==> src/rtl/digital_lock_4bit_pkg.sv <==
// Shared definitions for the 4-bit combination lock.
// Contents:
//   lock_state_t         - lock FSM states (LOCKED, UNLOCKED, LOCKOUT)
//   DEFAULT_SECRET_CODE  - default unlock code
//   DEFAULT_MAX_ATTEMPTS - default consecutive wrong entries before lockout
//   count_to_therm()     - wrong-attempt count to 3-bit LED thermometer
package digital_lock_4bit_pkg;

  typedef enum logic [1:0] {
    ST_LOCKED   = 2'd0,
    ST_UNLOCKED = 2'd1,
    ST_LOCKOUT  = 2'd2
  } lock_state_t;

  localparam logic [3:0]  DEFAULT_SECRET_CODE  = 4'b1010;
  localparam int unsigned DEFAULT_MAX_ATTEMPTS = 3;

  // 0 -> 000, 1 -> 001, 2 -> 011, 3 -> 111
  function automatic logic [2:0] count_to_therm(input logic [1:0] cnt);
    logic [2:0] therm;
    case (cnt)
      2'd0:    therm = 3'b000;
      2'd1:    therm = 3'b001;
      2'd2:    therm = 3'b011;
      default: therm = 3'b111;
    endcase
    return therm;
  endfunction

endpackage

==> src/rtl/digital_lock_4bit_edge_detect_rise.sv <==
// Rising-edge detector for a level input that is already synchronous to clk.
// Ports:
//   clk    - system clock
//   rst    - asynchronous active-high reset (clears the delayed copy)
//   i_sig  - level input (pushbutton level)
//   o_rise - high for the one cycle where i_sig is high and was low last cycle
module edge_detect_rise (
  input  logic clk,
  input  logic rst,
  input  logic i_sig,
  output logic o_rise
);

  logic r_sig_q;

  always_ff @(posedge clk or posedge rst) begin
    if (rst) begin
      r_sig_q <= 1'b0;
    end else begin
      r_sig_q <= i_sig;
    end
  end

  // A held level yields exactly one pulse: only the first cycle sees r_sig_q low.
  assign o_rise = i_sig & ~r_sig_q;

endmodule

==> src/rtl/digital_lock_4bit.sv <==
// Pushbutton-driven 4-bit combination lock driving front-panel LEDs.
// A press (rising edge of enter) with code_in == SECRET_CODE unlocks and
// clears the wrong-attempt count; a wrong code relocks and counts. Reaching
// MAX_ATTEMPTS consecutive wrong codes enters LOCKOUT, which ignores presses
// until admin_reset or reset.
// Ports:
//   clk         - system clock, all state changes on rising edge
//   reset       - asynchronous active-high reset
//   admin_reset - synchronous active-high; back to LOCKED with count 0
//   enter       - pushbutton level, synchronous to clk
//   code_in     - 4-bit code, examined only in the press cycle
//   unlock_led  - high while UNLOCKED
//   lockout_led - high while LOCKOUT
//   attempt_led - thermometer of the wrong-attempt count
module digital_lock_4bit
  import digital_lock_4bit_pkg::*;
#(
  parameter logic [3:0]  SECRET_CODE  = DEFAULT_SECRET_CODE,
  parameter int unsigned MAX_ATTEMPTS = DEFAULT_MAX_ATTEMPTS  // legal 1..3
) (
  input  logic       clk,
  input  logic       reset,
  input  logic       admin_reset,
  input  logic       enter,
  input  logic [3:0] code_in,
  output logic       unlock_led,
  output logic       lockout_led,
  output logic [2:0] attempt_led
);

  localparam logic [2:0] MAX_CNT = 3'(MAX_ATTEMPTS);

  lock_state_t r_state;
  logic [1:0]  r_count;

  logic        w_press;
  lock_state_t w_next_state;
  logic [1:0]  w_next_count;
  logic [2:0]  w_count_inc;

  edge_detect_rise u_enter_edge (
    .clk    (clk),
    .rst    (reset),
    .i_sig  (enter),
    .o_rise (w_press)
  );

  // One bit wider than the count so the lockout compare cannot wrap.
  assign w_count_inc = {1'b0, r_count} + 3'd1;

  always_comb begin
    w_next_state = r_state;
    w_next_count = r_count;
    if (admin_reset) begin
      // Takes precedence over a press arriving in the same cycle.
      w_next_state = ST_LOCKED;
      w_next_count = 2'd0;
    end else if (w_press && (r_state != ST_LOCKOUT)) begin
      if (code_in == SECRET_CODE) begin
        w_next_state = ST_UNLOCKED;
        w_next_count = 2'd0;
      end else if (w_count_inc >= MAX_CNT) begin
        w_next_state = ST_LOCKOUT;
        w_next_count = MAX_CNT[1:0];
      end else begin
        w_next_state = ST_LOCKED;
        w_next_count = w_count_inc[1:0];
      end
    end
  end

  // LEDs are decoded from the next state/count so they register on the
  // same edge that samples the press or admin_reset.
  always_ff @(posedge clk or posedge reset) begin
    if (reset) begin
      r_state     <= ST_LOCKED;
      r_count     <= 2'd0;
      unlock_led  <= 1'b0;
      lockout_led <= 1'b0;
      attempt_led <= 3'b000;
    end else begin
      r_state     <= w_next_state;
      r_count     <= w_next_count;
      unlock_led  <= (w_next_state == ST_UNLOCKED);
      lockout_led <= (w_next_state == ST_LOCKOUT);
      attempt_led <= count_to_therm(w_next_count);
    end
  end

endmodule

==> config.mk <==
export PLATFORM = sky130hd
export DESIGN_NAME = digital_lock_4bit
export DESIGN_NICKNAME = d
export VERILOG_FILES = /design/src/rtl/digital_lock_4bit_pkg.sv /design/src/rtl/digital_lock_4bit_edge_detect_rise.sv /design/src/rtl/digital_lock_4bit.sv
export SDC_FILE = /design/constraint.sdc
export NUM_CORES = 1
export LEC_CHECK = 0
export CORE_AREA = 3 3 40 42
export DETAILED_ROUTE_END_ITERATION = 6
export DIE_AREA = 0 0 43 45
export PLACE_DENSITY = 0.66
export SLEW_MARGIN = 30
export SYNTH_ARGS = -nofsm -noshare
export SYNTH_HDL_FRONTEND = slang
export SYNTH_SLANG_ARGS = --single-unit
==> constraint.sdc <==
create_clock -name clk -period 1.4 [get_ports clk]
set_input_delay 0.28 -clock clk [delete_from_list [all_inputs] [get_ports clk]]
set_output_delay 0.28 -clock clk [all_outputs]
set_load 0.05 [all_outputs]
==> results list <==
- After detailed routing, the total wire length is about 820 µm.
- CTS tree: done
* Maximum achievable frequency: 846 MHz
- Syn. warnings: 0
* Largest net degree at the start of global routing: 10
- Slowest CP cell: dfrtp_1
- After clock tree synthesis, the repair step resized 0 gates.
- Worst Setup EP: attempt_led[1]
- Pwr Density: between 900 and 1000 nW/µm²
- The placed instances occupy a cell area of 593 µm².
* Global-route usage over all layers: roughly 10%
* Power after layout: 0.583 mW
- Count of maximum capacitance violations: 0
- The setup path with the least slack is of type register to primary output.
- Detailed router's first-iteration violation count: 1
- In the final layout, the multi-input gates occupy 160 µm².
- After technology mapping, the gate count stands at 37.
* Relative contribution of the clock network to total power: a little over a third
* DRC: 0
- IR analysis of the VDD net gives a maximum drop of roughly 0.30 mV.
- Netlist Area Pre-Place: 415 µm²
* Switching portion of total power: 25.8%
- Synth-to-layout area growth: 49.1%
- The internal power of the cells totals between 0.4 and 0.5 mW.
- Total number of placement rows: 13
- Number of buffers inserted by port buffering: 12
- Starting density of the core: 32.3%
* Cell-by-cell trace of the critical path: buf_12
* Root cell of the clock tree: clkbuf_4
* Clock sink count: 9
- Average cell area after synthesis: approximately 11 µm²
* Antenna violations before repair: 0
- Startpoint Class: register
- Setup-failing EPs final: 0
- In the final routed layout, each cell accounts on average for 12.2 µm.
- Max incr delay on CP: roughly 0.46 ns
- Clock tree synthesis inserted a total of 3 buffers.
- Via count of the first global-routing pass: approximately 320
- Critical path required time: 1.12 ns
- Logic pwr share: roughly 17%
* Path depth of the worst reg2reg path: 3
* Via count: ~340
- The die covers slightly below 2000 µm².
- Critical path arrival: 0.90 ns
* Setup slack of the worst register-to-register path: approximately 0.32 ns
* CTS clk-pin slew, worst paths: around 0.06 ns
- The critical path starts at r_count[1].
- Sequential elements use 54.2% of the synthesized area.
- The worst register-to-register path ends at attempt_led[2].
- The number of buffers and inverters on the critical path is 1.
* Leading post-synthesis cells by cell area: dfrtp_1, a21oi_1, nand2b_1, nor2b_4, a31oi_1
- Path category of the worst min-delay check: input port to async pin
* Worst Tran Pin Value: roughly 0.34 ns
- Worst R2R Start: r_state[0]
- The first detailed-routing pass took 4 iterations.
- The finished cells cover a little over 600 µm².
- The worst setup path is captured at a primary output.
- From bottom edge to top edge, the die measures 45 µm.
- Number of filler cells placed in the layout: 119
- The cell family contributing the most delay on the critical path is flip-flops.
* Count of distinct cell types in the synthesized netlist: 18
- The clock reaches the later pin of the worst-skew pair after between 0.2 and 0.3 ns.
- Summed over all nets, the switching power comes to 0.150 mW.
* Static power due to leakage: between 0.2 and 0.3 nW
- Total Nets Final: just over 60
- Final ANT Viol Nets: 0
* Post-synth top area share: 54.2%
* Maximum root-to-sink buffer count: 2
- Critical path depth in cells: 1
- In this run the post-CTS setup repair buffer count came out at 0.
* Final clock period utilization by the worst path: 84.5%
* Count of final max-slew check failures: 0
- Sequential cells account for 47.9% of the total power.
- The number of hold-slack violations in the final timing report came to 0.
- Across the whole layout, storage elements account for between 200 and 250 µm².
- Vias per Instance: 5.13
- The number of nets handed over by synthesis was 45.
* RSZ-0062 raised after global routing: no
- Clock period minus worst slack: about 1.2 ns
- After synthesis the netlist holds a flip-flop and latch count of 9.
* Leading area contributor after synthesis: dfrtp_1
- 13 I/O pins were placed.
- Of all nets on the critical path, the largest fanout is 6.
- After floorplanning, the core was sized to cover ~1300 µm².
* Ratio of cells with drive above 1 in the final layout: about a fifth
- CTS built an H-tree with a depth of 1.
- The first global-routing pass estimated ~1.3 mm of wire.
- For this design, the CTS-stage hold fixing added 0 buffers.
- At the end of routability-driven placement, the weighted congestion stood at 0.721.
- Clock tree skew after final layout: about 0.0040 ns
- After legalization and detailed placement, the total HPWL measured 594 µm.
- From left edge to right edge, the die measures approximately 43 µm.
- Headroom to the max-slew limit came out at between 70% and 80%.
- Total grt overflow: 0
- 0 antenna diodes ended up in the layout.
- The flow ran to the end, and the final reports show no timing, DRC or antenna violations.
## per-layer routing
| metal | wire length (µm) | vias to the layer above | part of all wire (%) | GRT usage, % |
|---|---|---|---|---|
| li1 | - | 165 | - | - |
| met1 | 368 | 159 | 45 | 11.9 |
| met2 | 331 | 15 | 40 | 13.5 |
| met3 | 75 | 5 | 9.2 | 3.19 |
| met4 | 44 | 0 | 5.4 | 10.8 |
| met5 | 0 | - | 0 | 0 |
## logic make-up after synthesis
logic type,after synthesis,synth area share [%]
flops,9,54.2
compound gates,12,17.5
buf+inv,5,7.23
simple gates,11,21.1
## worst min-delay path by stage
stage,startpoint,end,slack (ns)
finish,reset,unlock_led,0.27
detailed placement,r_count[0],attempt_led[0],0.56
floorplan,reset,attempt_led[0],0.11
CTS,reset,r_count[1],0.30
global placement,r_count[0],attempt_led[0],0.54
global route,reset,r_count[1],0.32
## flip-flops by register name (all words and copies together), names as in the netlist
name and cells:
attempt_led 2, r_count 2, r_state 2, lockout_led 1, u_enter_edge.r_sig_q 1, unlock_led 1
## synth_stat cells (all sizes together)
cell type and n:
buf 2, nand3 2, a211oi 1, inv 3, a21oi 5, dfrtp 9
o31a 1, a31oi 2, a221oi 1, and4bb 1, and3b 1, o21ai 2
or3 1, nand4bb 1, nand2b 3, nor2b 2
## per-stage QoR
step	std cells	hold slack (ns)	setup slack (ns)	utilization, %	setup TNS, ns
floorplan	37	0.108	0.386	-	0
global placement	63	0.539	-0.0350	46.2	-0.0683
finish	67	0.272	0.217	48.2	0
CTS	67	0.297	0.205	48.2	0
global route	67	0.323	0.158	48.2	0
detailed placement	63	0.557	-0.0444	46.2	-0.0786
## placed cells by master (no fill, tap or decap), drive strengths merged
cell / n
clkdlybuf4s50: 7
o31a: 1
dfrtp: 9
nand3: 2
a21oi: 5
a31oi: 2
inv: 3
o21ai: 2
and4bb: 1
clkbuf: 4
nand4bb: 1
a221oi: 1
nand2b: 3
or3: 1
a211oi: 1
buf: 6
and3b: 1
nor2b: 2
## layout make-up
| type | count | share of cell area, % |
|---|---|---|
| Sequential cell | 9 | 36.4 |
| Inverter | 3 | 1.82 |
| Tap cell | 15 | 3.03 |
| Multi-Input combinational cell | 23 | 25.9 |
| Timing Repair Buffer | 13 | 28.7 |
| Clock buffer | 4 | 4.24 |
## power by group through the flow
| stage | Clock, mW | Combinational, mW | Sequential [mW] |
|---|---|---|---|
| 2_1_floorplan | 0 | 0.0379 | 0.294 |
| 3_3_place_gp | 0 | 0.0963 | 0.284 |
| 3_5_place_dp | 0 | 0.0968 | 0.285 |
| 4_1_cts | 0.211 | 0.0980 | 0.279 |
| 5_1_grt | 0.222 | 0.105 | 0.281 |
| 6_report | 0.206 | 0.0971 | 0.279 |
Power figures use the tool's default switching activity.
